===== config.mk =====
export PLATFORM = sky130hd
export DESIGN_NAME = rvc_align_buffer
export DESIGN_NICKNAME = d
export VERILOG_FILES = /design/src/rtl/rvc_pkg.sv /design/src/rtl/halfword_fifo.sv /design/src/rtl/rvc_align_buffer.sv
export SDC_FILE = /design/constraint.sdc
export NUM_CORES = 1
export LEC_CHECK = 0
export ABC_AREA = 1
export CORE_AREA = 2 2 172 174
export DETAILED_ROUTE_END_ITERATION = 16
export DIE_AREA = 0 0 174 176
export PLACE_DENSITY_LB_ADDON = 0.15
export RECOVER_POWER = 25
export SETUP_SLACK_MARGIN = 0.05
export SLEW_MARGIN = 30
export SYNTH_ARGS = -nofsm -noshare
export SYNTH_HDL_FRONTEND = slang
export SYNTH_HIERARCHICAL = 1
export SYNTH_SLANG_ARGS = --single-unit

===== constraint.sdc =====
create_clock -name clk -period 3.74 [get_ports clk]
set_input_delay 1.122 -clock clk [delete_from_list [all_inputs] [get_ports clk]]
set_output_delay 1.122 -clock clk [all_outputs]
set_load 0.01 [all_outputs]

===== src/rtl/rvc_pkg.sv =====
// ---------------------------------------------------------------------------
// rvc_pkg
// Shared constants for the RVC instruction alignment buffer.
//   HW_W      : halfword width; the buffer stores and aligns in these units
//   RVC_FULL  : opcode[1:0] value that marks a 32-bit (non-compressed) insn
//   PC_INC_C  : PC step after a compressed instruction
//   PC_INC_F  : PC step after a full 32-bit instruction
//   is_rvc()  : classifies a halfword by its two opcode bits
// ---------------------------------------------------------------------------
package rvc_pkg;

  localparam int unsigned HW_W     = 16;
  localparam logic [1:0]  RVC_FULL = 2'b11;
  localparam int unsigned PC_INC_C = 2;
  localparam int unsigned PC_INC_F = 4;

  // Only the two low opcode bits decide the instruction length.
  function automatic logic is_rvc(input logic [1:0] op);
    return op != RVC_FULL;
  endfunction

endpackage


===== src/rtl/halfword_fifo.sv =====
// ---------------------------------------------------------------------------
// halfword_fifo
// Circular halfword store with variable push and pop widths (0, 1 or 2
// halfwords per cycle each). Owns the storage, read/write pointers and the
// occupancy count. The caller guarantees it never pushes beyond capacity and
// never pops more than is stored.
// Ports:
//   clk, Rst     : clock, synchronous active-high reset (pointers/count only)
//   i_clear      : synchronous clear of pointers and count (redirect)
//   i_push_n     : number of halfwords to write this cycle
//   i_push_data  : [15:0] goes to wp, [31:16] goes to wp+1
//   i_pop_n      : number of halfwords to retire from the head this cycle
//   o_count      : registered occupancy, 0..DEPTH
//   o_h0, o_h1   : halfwords at rp and rp+1
// ---------------------------------------------------------------------------
module halfword_fifo
  import rvc_pkg::*;
#(
  parameter int DEPTH = 8,
  localparam int AW = $clog2(DEPTH),
  localparam int CW = AW + 1
) (
  input  logic              clk,
  input  logic              Rst,
  input  logic              i_clear,
  input  logic [1:0]        i_push_n,
  input  logic [2*HW_W-1:0] i_push_data,
  input  logic [1:0]        i_pop_n,
  output logic [CW-1:0]     o_count,
  output logic [HW_W-1:0]   o_h0,
  output logic [HW_W-1:0]   o_h1
);

  logic [HW_W-1:0] r_mem [DEPTH];
  logic [AW-1:0]   r_rp;
  logic [AW-1:0]   r_wp;
  logic [CW-1:0]   r_count;
  logic [AW-1:0]   w_wp1;
  logic [AW-1:0]   w_rp1;

  // DEPTH is a power of two, so plain AW-bit addition wraps the ring.
  assign w_wp1 = r_wp + AW'(1);
  assign w_rp1 = r_rp + AW'(1);

  // Storage carries no reset; stale entries are never presented because
  // validity is derived from the count.
  always_ff @(posedge clk) begin
    if (i_push_n != 2'd0) begin
      r_mem[r_wp] <= i_push_data[HW_W-1:0];
    end
    if (i_push_n == 2'd2) begin
      r_mem[w_wp1] <= i_push_data[2*HW_W-1:HW_W];
    end
  end

  always_ff @(posedge clk) begin
    if (Rst || i_clear) begin
      r_rp    <= '0;
      r_wp    <= '0;
      r_count <= '0;
    end else begin
      r_wp    <= r_wp + AW'(i_push_n);
      r_rp    <= r_rp + AW'(i_pop_n);
      r_count <= r_count + CW'(i_push_n) - CW'(i_pop_n);
    end
  end

  assign o_count = r_count;
  assign o_h0    = r_mem[r_rp];
  assign o_h1    = r_mem[w_rp1];

endmodule


===== src/rtl/rvc_align_buffer.sv =====
// ---------------------------------------------------------------------------
// rvc_align_buffer
// Sits between instruction fetch and decode. Accepts 32-bit fetch words,
// splits them into halfwords and presents one aligned instruction at a time:
// a compressed (16-bit) instruction zero-extended, or a full 32-bit one that
// may straddle two fetch words. Tracks the PC of the presented instruction.
// Ports:
//   clk, Rst        : clock, synchronous active-high reset
//   fetch_valid     : fetch_word is offered
//   fetch_word      : fetched word, low halfword first in program order
//   fetch_ready     : a word offered this cycle is accepted
//   flush           : redirect (branch/trap/trap return); discards contents
//   redirect_addr   : new PC on flush, bit 0 ignored
//   hold            : decode-stage stall; blocks consumption only
//   dec_ready       : decode consumes the presented instruction
//   dec_valid       : ins holds a complete instruction
//   ins             : aligned instruction, zero when dec_valid is low
//   comp_sig        : ins is a compressed instruction
//   pres_addr       : PC of ins
// ---------------------------------------------------------------------------
module rvc_align_buffer
  import rvc_pkg::*;
#(
  parameter int                DEPTH      = 8,
  parameter int                ADDR_W     = 16,
  parameter logic [ADDR_W-1:0] RESET_ADDR = '0
) (
  input  logic              clk,
  input  logic              Rst,
  input  logic              fetch_valid,
  input  logic [31:0]       fetch_word,
  output logic              fetch_ready,
  input  logic              flush,
  input  logic [ADDR_W-1:0] redirect_addr,
  input  logic              hold,
  input  logic              dec_ready,
  output logic              dec_valid,
  output logic [31:0]       ins,
  output logic              comp_sig,
  output logic [ADDR_W-1:0] pres_addr
);

  localparam int            CW        = $clog2(DEPTH) + 1;
  // A whole fetch word needs two free slots.
  localparam logic [CW-1:0] PUSH_MAXC = CW'(DEPTH - 2);

  logic [ADDR_W-1:0] r_pc;
  // Set when a redirect lands on the upper halfword of a fetch word: the
  // next fetch word's low half precedes the target and must be skipped.
  logic              r_drop_low;

  logic [CW-1:0]     w_count;
  logic [HW_W-1:0]   w_h0;
  logic [HW_W-1:0]   w_h1;
  logic              w_head_rvc;
  logic              w_ins_ready;
  logic              w_push;
  logic              w_pop;
  logic [1:0]        w_push_n;
  logic [1:0]        w_pop_n;
  logic [31:0]       w_push_data;
  logic [ADDR_W-1:0] w_redir_pc;
  logic [ADDR_W-1:0] w_pc_step;

  halfword_fifo #(
    .DEPTH (DEPTH)
  ) u_fifo (
    .clk         (clk),
    .Rst         (Rst),
    .i_clear     (flush),
    .i_push_n    (w_push_n),
    .i_push_data (w_push_data),
    .i_pop_n     (w_pop_n),
    .o_count     (w_count),
    .o_h0        (w_h0),
    .o_h1        (w_h1)
  );

  // Space is judged on the registered count; a pop in the same cycle does
  // not make room early.
  assign fetch_ready = ~Rst & ~flush & (w_count <= PUSH_MAXC);

  assign w_head_rvc  = is_rvc(w_h0[1:0]);
  // A full instruction whose upper half has not arrived stays invalid.
  assign w_ins_ready = w_head_rvc ? (w_count >= CW'(1)) : (w_count >= CW'(2));
  assign dec_valid   = w_ins_ready & ~Rst;

  always_comb begin
    ins      = '0;
    comp_sig = 1'b0;
    if (dec_valid) begin
      if (w_head_rvc) begin
        ins      = {16'h0000, w_h0};
        comp_sig = 1'b1;
      end else begin
        ins      = {w_h1, w_h0};
      end
    end
  end

  assign w_push = fetch_valid & fetch_ready;
  assign w_pop  = dec_valid & dec_ready & ~hold & ~flush;

  // With drop_low set only the upper halfword is stored, moved into the
  // slot that lands at wp.
  assign w_push_data = r_drop_low ? {16'h0000, fetch_word[31:16]} : fetch_word;
  assign w_push_n    = w_push ? (r_drop_low ? 2'd1 : 2'd2) : 2'd0;
  assign w_pop_n     = w_pop ? (w_head_rvc ? 2'd1 : 2'd2) : 2'd0;

  assign w_redir_pc = redirect_addr & ~ADDR_W'(1);
  assign w_pc_step  = w_head_rvc ? ADDR_W'(PC_INC_C) : ADDR_W'(PC_INC_F);

  always_ff @(posedge clk) begin
    if (Rst) begin
      r_pc       <= RESET_ADDR;
      r_drop_low <= 1'b0;
    end else if (flush) begin
      r_pc       <= w_redir_pc;
      r_drop_low <= redirect_addr[1];
    end else begin
      if (w_pop) begin
        r_pc <= r_pc + w_pc_step;
      end
      if (w_push) begin
        r_drop_low <= 1'b0;
      end
    end
  end

  assign pres_addr = r_pc;

endmodule


# Yosys cells after proc, flatten, opt, wreduce, memory -nomap -nowiden

Memories as Yosys holds them, arrays and structs flattened. A register that Yosys moved wholly into a read port is not among the register bits.
Index checks and enable logic that the tools add are counted.
Widths: inputs -> output; s select.

Memories: 1
Output and inout port bits: 51
Input port bits: 54
RAM bits: 128
Register bits after elaboration: 27
Word-level logic and storage cells: 54

$lt $le $gt $ge: 3
Equality and inequality tests: 2
Bitwise logic cells: 10
Multiplexer cells: 20
$add $sub $neg: 7
Reductions and logical operators: 5

Memories:

| name         | depth | width | rd ports | clocked after memory_dff | wr ports | RTL line            | text |
|---|---|---|---|---|---|---|---|
| u_fifo.r_mem | 8     | 16    | 2        | 1                        | 2        | halfword_fifo.sv:34 | `logic [HW_W-1:0] r_mem [DEPTH];` |

Operator list:

| operator            | number |
|---|---|
| $mux 32             | 3 |
| $mux 16             | 2 |
| $add 16x3->16       | 1 |
| $mux 1              | 9 |
| $mux 2              | 4 |
| $and 1x1->1         | 7 |
| $add 3x1->3 const B | 2 |
| $add 3x2->3         | 2 |
| $mux 3              | 2 |
| $reduce_bool 2->1   | 3 |
| $add 4x2->4         | 1 |
| $ge 4x1->1 const B  | 1 |
| $ge 4x2->1 const B  | 1 |
| $le 4x3->1 const B  | 1 |
| $sub 4x2->4         | 1 |
| $not 1->1           | 3 |
| $eq 2x2->1 const B  | 1 |
| $ne 2x2->1 const B  | 1 |
| $reduce_or 2->1     | 1 |
| $logic_or 1x1->1    | 1 |

# Longest topological paths before layout

Gate-level depths: netlist of run 1.

Depth after elaboration: 9
Mapped depth: 20
Mapped depth without buffers: 18

# Cells and area by module

The synthesis of run 1 kept the hierarchy.

By module, submodules not included:

| module           | seq. area each (µm²) | times used | area each (µm²) | cells an instance |
|---|---|---|---|---|
| halfword_fifo    | 4043.9               | 1          | 9621.7          | 1406 |
| rvc_align_buffer | 320.3                | 1          | 1774.2          | 348 |

# Least setup slack after synthesis of run 1

OpenSTA, ideal clock, no wires.

Path kind: input to register
From: input flush
To: memory u_fifo.r_mem[7][0] (enable)
Arrival: 3.586 ns
Cell stages on the path: 10
Path buffers: 1
Data required time: 3.329 ns
Setup time: 0.411 ns
Slack: -0.257 ns
Cells stage by stage: buf_2 > nor2_1 > nand2_1 > a31oi_1 > nand2_1 > nor2_1 > inv_1 > nand2_1 > nand2_1 > o21ai_0

RTL lines:

| element     | RTL line               | text |
|---|---|---|
| from (decl) | rvc_align_buffer.sv:33 | `input logic flush,` |
| to (decl)   | halfword_fifo.sv:34    |  |

# Worst setup path after layout of run 1

From: register u_fifo.r_rp[0]
To: output ins[29]

Cells in the longest elaborated chain, start to end: 4

Ends and longest elaborated chain:

| element                | RTL line               | text |
|---|---|---|
| from (decl)            | halfword_fifo.sv:35    | `logic [AW-1:0] r_rp;` |
| from (signal assigned) | halfword_fifo.sv:63    | `r_rp <= r_rp + AW'(i_pop_n);` |
| $add 3x1->3            | halfword_fifo.sv:43    | `assign w_rp1 = r_rp + AW'(1);` |
| $mem_v2 8x16           | n/a                    |  |
| via w_h1[13]           | rvc_align_buffer.sv:54 | `logic [HW_W-1:0] w_h1;` |
| $mux 32                | rvc_align_buffer.sv:92 | `if (w_head_rvc) begin` |
| $mux 32                | rvc_align_buffer.sv:91 | `if (dec_valid) begin` |
| to (decl)              | rvc_align_buffer.sv:38 | `output logic [31:0] ins,` |

The timed path passes the listed nets, and every way through them passes these cells.

==> impl_metrics.json, run 1 <==
{
  "overflow": 0,
  "totalWireLength_mm": 37.8,
  "ant_nets": 0,
  "top_layer": "met5",
  "p_comb_frac": 0.142,
  "syn_inst": 1754,
  "drc": 0,
  "hp-class": "reg -> reg",
  "place.gp.congestion": 0.857,
  "io_pins": 105,
  "antenna_found_initial": 1,
  "grt_max_degree": 74,
  "grt_pass1_vias": 10461,
  "drv_cap": 0,
  "hold_slack_ps": 560,
  "maxSlewViolCount": 0,
  "via_per_inst": 5.08,
  "antenna_cells": 0,
  "insertion_delay_ps": 430,
  "drtIter0Drc": 1106,
  "h-tree-depth": 4,
  "slew_headroom": 0.354,
  "crit_path_start_kind": "register",
  "wl_met2_mm": 16.7,
  "area_delta_synth_final_pct": 21.6,
  "grt_pass1_wl_mm": 59.0,
  "skew_ps": 11.4,
  "dr_wl_met3_mm": 2.87,
  "synth-main-ff-cell": "edfxtp_1",
  "p_leak_nw": 7.09,
  "die-height_um": 176,
  "synth_seq_cells": 154,
  "required_ps": 2620,
  "clock-sinks": 154,
  "synth_area_mm2": 0.0114,
  "period_minus_slack_ps": 3700,
  "routedWlPerCell_um": 16.9,
  "p_clk_frac": 0.425,
  "slowest_delay_ps": 530,
  "die_w_um": 174,
  "cp_slowest_cell": "clkdlybuf4s50_1",
  "fp.coreArea_mm2": 0.0285,
  "path_max_fanout": 15,
  "cts_buffers": 17,
  "rows": 62,
  "synth_fp_nets": 1823,
  "die-area_mm2": 0.0306,
  "intPower_w": 0.00334,
  "async_flop_share": 0,
  "period_share": 0.989,
  "dp_hpwl_mm": 25.6,
  "p_total_w": 0.00444,
  "start_util": 0.399,
  "tightest_slew_ps": 966,
  "cts-root-buf": "clkbuf_16",
  "syn_area_per_cell_um2": 6.50,
  "drt-met1-wl_mm": 17.2,
  "hold_viol_final": 0,
  "yosysWarnings": 6,
  "num_vias": 11358,
  "setup_violations": 0,
  "critPathKind": "reg -> out",
  "cts_max_path_buffers": 2,
  "p_switching_w": 0.00110,
  "p_seq_frac": 0.433,
  "cp_common_cell": "nand2_1",
  "crit_buf_inv": 5,
  "p_sw_frac": 0.249,
  "ys_seq_area_frac": 0.383,
  "arrival_ps": 2580,
  "max_freq_mhz": 270,
  "rsz0062_at_grt": "yes",
  "nNetsFinal": 1906,
  "hold_buffers": 0,
  "status": "finished, final reports clean",
  "clk_pin_slew_worst_paths_ps": 60,
  "dr.pass1.iters": 5,
  "cp_top_family": "buffers and inverters",
  "tritoncts": "built",
  "grt_usage": 0.250,
  "port_buffers": 102,
  "synth.distinct_cells": 32,
  "powerDensity_mw_per_mm2": 321,
  "synth-edff-count": 128,
  "endpoint_kind": "primary output",
  "cp_cell_sequence": "buf_12, ha_4, inv_2, buf_12, nand3_1, nand2_1, nand2_1, nand2_1, nand3_1, inv_1, clkdlybuf4s50_1",
  "drive_above_1_share": 0.0908,
  "ir_worst_vdd_mv": 0.284
}
[final timing paths]
path	slack [ps]	cells after the start	startpoint	endpoint
setup / recovery	40	11	u_fifo/r_rp[0]	ins[29]
hold / removal	560	2	pres_addr[7]	pres_addr[7]
setup reg to reg	730	16	u_fifo/r_rp[0]	u_fifo/o_count[2]
hold reg to reg	560	2	pres_addr[7]	pres_addr[7]
[cell usage in the layout (no fill, tap or decap), types with 3 or more instances in the layout]
master	netlist	routed
a21oi_1	15	15
buf_12	0	15
buf_4	22	65
buf_6	5	6
bufinv_16	0	5
clkbuf_1	25	4
clkbuf_16	0	18
clkdlybuf4s50_1	0	70
clkinv_2	0	3
dfxtp_1	26	25
dlygate4sd2_1	0	19
dlymetal6s2s_1	0	13
edfxtp_1	128	128
fa_1	5	5
ha_1	10	9
inv_1	218	214
inv_2	4	6
inv_6	0	3
nand2_1	771	762
nand2_2	8	13
nand2_4	2	5
nand3_1	292	292
nand3_2	10	9
nand4_1	4	4
nor2_1	80	80
nor2_4	6	6
o21ai_0	31	21
o21ai_1	0	8
xnor2_1	3	3
xor2_1	3	3
[cell usage after synthesis, types with 2 or more instances]
cell,count,share of area
a21oi_1,15,0.0066
buf_1,10,0.0033
buf_2,65,0.029
buf_4,22,0.014
buf_6,5,0.0049
clkbuf_1,25,0.0082
clkinv_1,2,0.00066
dfxtp_1,26,0.046
edfxtp_1,128,0.34
fa_1,5,0.0088
ha_1,10,0.011
inv_1,218,0.072
inv_2,4,0.0013
nand2_1,771,0.25
nand2_2,8,0.0044
nand2_4,2,0.0020
nand3_1,292,0.13
nand3_2,10,0.0088
nand4_1,4,0.0022
nor2_1,80,0.026
nor2_4,6,0.0059
o21ai_0,31,0.014
or2_0,2,0.0011
xnor2_1,3,0.0023
xor2_1,3,0.0023
[power groups by stage]
| stage | combinational [W] | sequential [W] | clock [W] |
|---|---|---|---|
| after floorplan | 0.000360 | 0.00196 | 0 |
| after global placement | 0.000604 | 0.00196 | 0 |
| after detailed placement | 0.000615 | 0.00196 | 0 |
| after CTS | 0.000616 | 0.00193 | 0.00191 |
| after global routing | 0.000701 | 0.00193 | 0.00198 |
| final | 0.000630 | 0.00193 | 0.00189 |
[tightest hold or removal path: cells and delay by family, from the launching register on]
family	cells	cell delay, ps
AO/OA/AOI/OAI	1	50
AND/OR/NAND/NOR	1	90
flip-flops	1	370
[flip-flops by register name, summed over array words and instances (netlist names)]
register	flops
u_fifo/r_mem	128
pres_addr	15
u_fifo/o_count	4
u_fifo/r_rp	3
u_fifo/r_wp	3
r_drop_low	1
[per-layer routing]
layer | vias to the layer above | GRT usage
li1 | 5606 | -
met1 | 5212 | 0.352
met2 | 467 | 0.398
met3 | 71 | 0.0323
met4 | 2 | 0.0865
met5 | - | 0
[kinds of logic after synthesis]
logic type,count (synthesis),share of synthesized area
AND/OR/NAND/NOR,1178,0.435
buffers and inverters,351,0.133
flip-flops,154,0.383
AO/OA/AOI/OAI,48,0.0214
adder cells (fa/ha/maj),15,0.0198
XOR/XNOR,7,0.00703
other,1,0.000329
[cell type report]
class                      instances  area, um2
fill                            2943      14700
timing repair buffer             190       1920
timing repair inverter             1       8.76
clock buffer                      21        440
multi-input combinational       1249       5590
tap                              384        480
inverter                         224        855
sequential                       154       4370
clock inverter                    11        194
[metrics by stage]
| stage | area (um2) | setup TNS (ps) | worst slack (ps) | utilization | cells |
|---|---|---|---|---|---|
| 5_1_grt | 13900 | -137 | -53.8 | 0.485 | 2234 |
| 3_5_place_dp | 13000 | -5430 | -201 | 0.455 | 2197 |
| 2_1_floorplan | 11400 | -28130 | -257 | - | 1754 |
| 4_1_cts | 13700 | 0 | 3.28 | 0.481 | 2230 |
| 3_3_place_gp | 13000 | -4270 | -162 | 0.455 | 2197 |
| 6_report | 13900 | 0 | 41.5 | 0.485 | 2234 |
[timing repair]
| item | in CTS | in global routing |
|---|---|---|
| pin swaps | 0 | 2 |
| buffers inserted | 0 | 3 |
| endpoints found under the setup margin | 35 | 34 |
| gates resized for setup | 49 | 27 |
| cloned | 1 | 1 |
No activity file was read; power rests on OpenSTA's default activity.
==> run 2, diff against run 1 <==
Settings changed: CORE_AREA 2 2 172 174 to 2 2 160 162, DIE_AREA 0 0 174 176 to 0 0 162 164, SYNTH_HIERARCHICAL 1 to not set.
==> impl_metrics.json, run 2 <==
{
  "totalWireLength_mm": 31.1,
  "hp-class": "reg -> reg",
  "status": "finished, final reports clean",
  "synth_top_area_cell": "edfxtp_1",
  "synthXorXnorAreaFrac": 0.0116,
  "cts_buffers": 17,
  "crit_buf_inv": 4,
  "most-common-layout-cells": "nand2_1 (383), edfxtp_1 (128), o21ai_1 (113), o21ai_0 (89), inv_1 (86)",
  "cp_cell_sequence": "clkdlybuf4s50_1, inv_2, nand2_8, buf_12, a221oi_1, dlygate4sd2_1",
  "antenna_found_initial": 3,
  "cp_slowest_cell": "clkdlybuf4s50_1",
  "die-area_mm2": 0.0266,
  "cp_top_family": "buffers and inverters",
  "largest_reg_flops": 128,
  "tightest_slew_ps": 895,
  "synth-main-ff-cell": "edfxtp_1",
  "drive_above_1_share": 0.128,
  "synth_compound_area_frac": 0.192,
  "dp_hpwl_mm": 21.0,
  "fill_cells": 2437,
  "area_delta_synth_final_pct": 23.8,
  "start_util": 0.395,
  "yosys-top-cells-area": "edfxtp_1 (39%), nand2_1 (15%), o21ai_1 (6.0%), dfxtp_1 (5.3%), o21ai_0 (4.6%)",
  "grt_max_degree": 67,
  "ir_worst_vdd_mv": 0.297,
  "dr.pass1.iters": 6,
  "hold_depth": 2,
  "path_depth": 6,
  "insertion_delay_ps": 430,
  "slew_headroom": 0.404,
  "die_w_um": 162,
  "drv_cap": 0,
  "drtIter0Drc": 822,
  "ys_top_cells_by_count": "nand2_1 (379), edfxtp_1 (128), o21ai_1 (117), o21ai_0 (91), inv_1 (84)",
  "powerDensity_mw_per_mm2": 343,
  "via_per_inst": 5.29,
  "synth-edff-count": 128,
  "synth_seq_cells": 154,
  "p_total_w": 0.00417,
  "synthAdderAreaFrac": 0.0255,
  "tritoncts": "built",
  "place.gp.congestion": 0.866,
  "yosysWarnings": 0,
  "rsz0062_at_grt": "no",
  "period_minus_slack_ps": 3640,
  "hold_viol_final": 0,
  "synth_most_common_cell": "nand2_1",
  "synth.distinct_cells": 40,
  "clk_pin_slew_worst_paths_ps": 60,
  "drc": 0,
  "period_share": 0.974,
  "hp-start": "pres_addr[3]",
  "rr_worst_depth": 21,
  "skew_ps": 12.4,
  "ant_nets": 0,
  "maxSlewViolCount": 0,
  "grt_usage": 0.240,
  "h-tree-depth": 4,
  "rrSetupSlack_ps": 560,
  "async_flop_share": 0,
  "grt_pass1_vias": 8701,
  "synth_top_family_by_area": "simple AND/OR/NAND/NOR gates",
  "r2r_start": "u_fifo.r_rp[1]",
  "fp.coreArea_mm2": 0.0248,
  "setup_violations": 0,
  "port_buffers": 102,
  "syn_area_per_cell_um2": 7.80,
  "hold_path_end": "pres_addr[3]",
  "slowest_delay_ps": 430,
  "setup_tns_ps": 0,
  "grt_pass1_wl_mm": 48.9,
  "num_vias": 9079,
  "required_ps": 2620,
  "r2r_end": "u_fifo.o_count[3]",
  "overflow": 0,
  "cts_max_path_buffers": 2,
  "crit_path_start_kind": "input port",
  "critPathKind": "in -> out",
  "p_leak_nw": 5.23,
  "ys_seq_area_frac": 0.445,
  "synthMuxAreaShare": 0,
  "cts-root-buf": "clkbuf_16",
  "synth_area_mm2": 0.00981,
  "endpoint_kind": "primary output",
  "syn_inst": 1258,
  "layout.cells.most_common": "nand2_1",
  "max_freq_mhz": 274,
  "regMostFlops": "u_fifo.r_mem",
  "synth_top_area_frac": 0.392,
  "routedWlPerCell_um": 18.1,
  "synthSimpleGateAreaFrac": 0.245,
  "rows": 58,
  "path_max_fanout": 5,
  "synth_fp_nets": 1329,
  "die-height_um": 164,
  "nNetsFinal": 1443,
  "arrival_ps": 2520,
  "hold_buffers": 0,
  "clock-sinks": 154,
  "io_pins": 105
}
run 2: cell type report:
class,count,area (um2),share of cell area
diodes,2,5.00,0.000412
clock buffers,18,450,0.0371
clock inverters,14,105,0.00866
inverters,92,360,0.0297
multi-input cells,927,4740,0.391
flip-flops and latches,154,4370,0.360
well taps,330,413,0.0340
repair buffers,180,1690,0.139
run 2: where the power goes:
part | switching (W) | internal [W]
Sequential | 0.0000232 | 0.00191
Clock | 0.000759 | 0.000903
Combinational | 0.000328 | 0.000248
run 2: what timing repair did:
action / 4_1_cts / 5_1_grt
cloned: 1 / 0
endpoints found under the setup margin: 35 / 31
buffers inserted: 3 / 7
pin swaps: 0 / 3
gates resized for setup: 51 / 60
run 2: cell families after synthesis:
family                   Yosys count
flip-flops                       154
XOR/XNOR                          13
buffers and inverters            177
AND/OR/NAND/NOR                  556
AO/OA/AOI/OAI                    340
adder cells (fa/ha/maj)           17
other                              1
run 2: worst max path at each step:
stage / startpoint / endpoint / slack (ps)
CTS: Rst / ins[3] / -170
finish: Rst / ins[8] / 100
global route: Rst / u_fifo.o_count[3] / 30
global placement: Rst / ins[16] / -250
detailed placement: Rst / ins[17] / -300
floorplan: Rst / u_fifo.r_mem[4][0] / 200
run 2: metal layers:
layer	track usage	up-vias	part of all wire
met3	0.0568	27	0.082
met1	0.321	4185	0.44
met4	0.0636	0	0.014
li1	-	4524	-
met5	0	-	0
met2	0.393	343	0.46
run 2: stage by stage:
step / worst slack, ps / utilization / cells / area (um2) / hold WS (ps)
global route: 32.8 / 0.489 / 1715 / 12100 / 564
floorplan: 198 / - / 1258 / 9810 / 530
global placement: -252 / 0.464 / 1672 / 11500 / 516
finish: 96.4 / 0.489 / 1717 / 12100 / 534
CTS: -167 / 0.489 / 1708 / 12100 / 534
detailed placement: -300 / 0.464 / 1672 / 11500 / 522
run 2: tightest hold or removal path: stages (launching register included):
cell	delay (ps)
dfxtp_1	340
nand3_1	90
a21oi_1	60
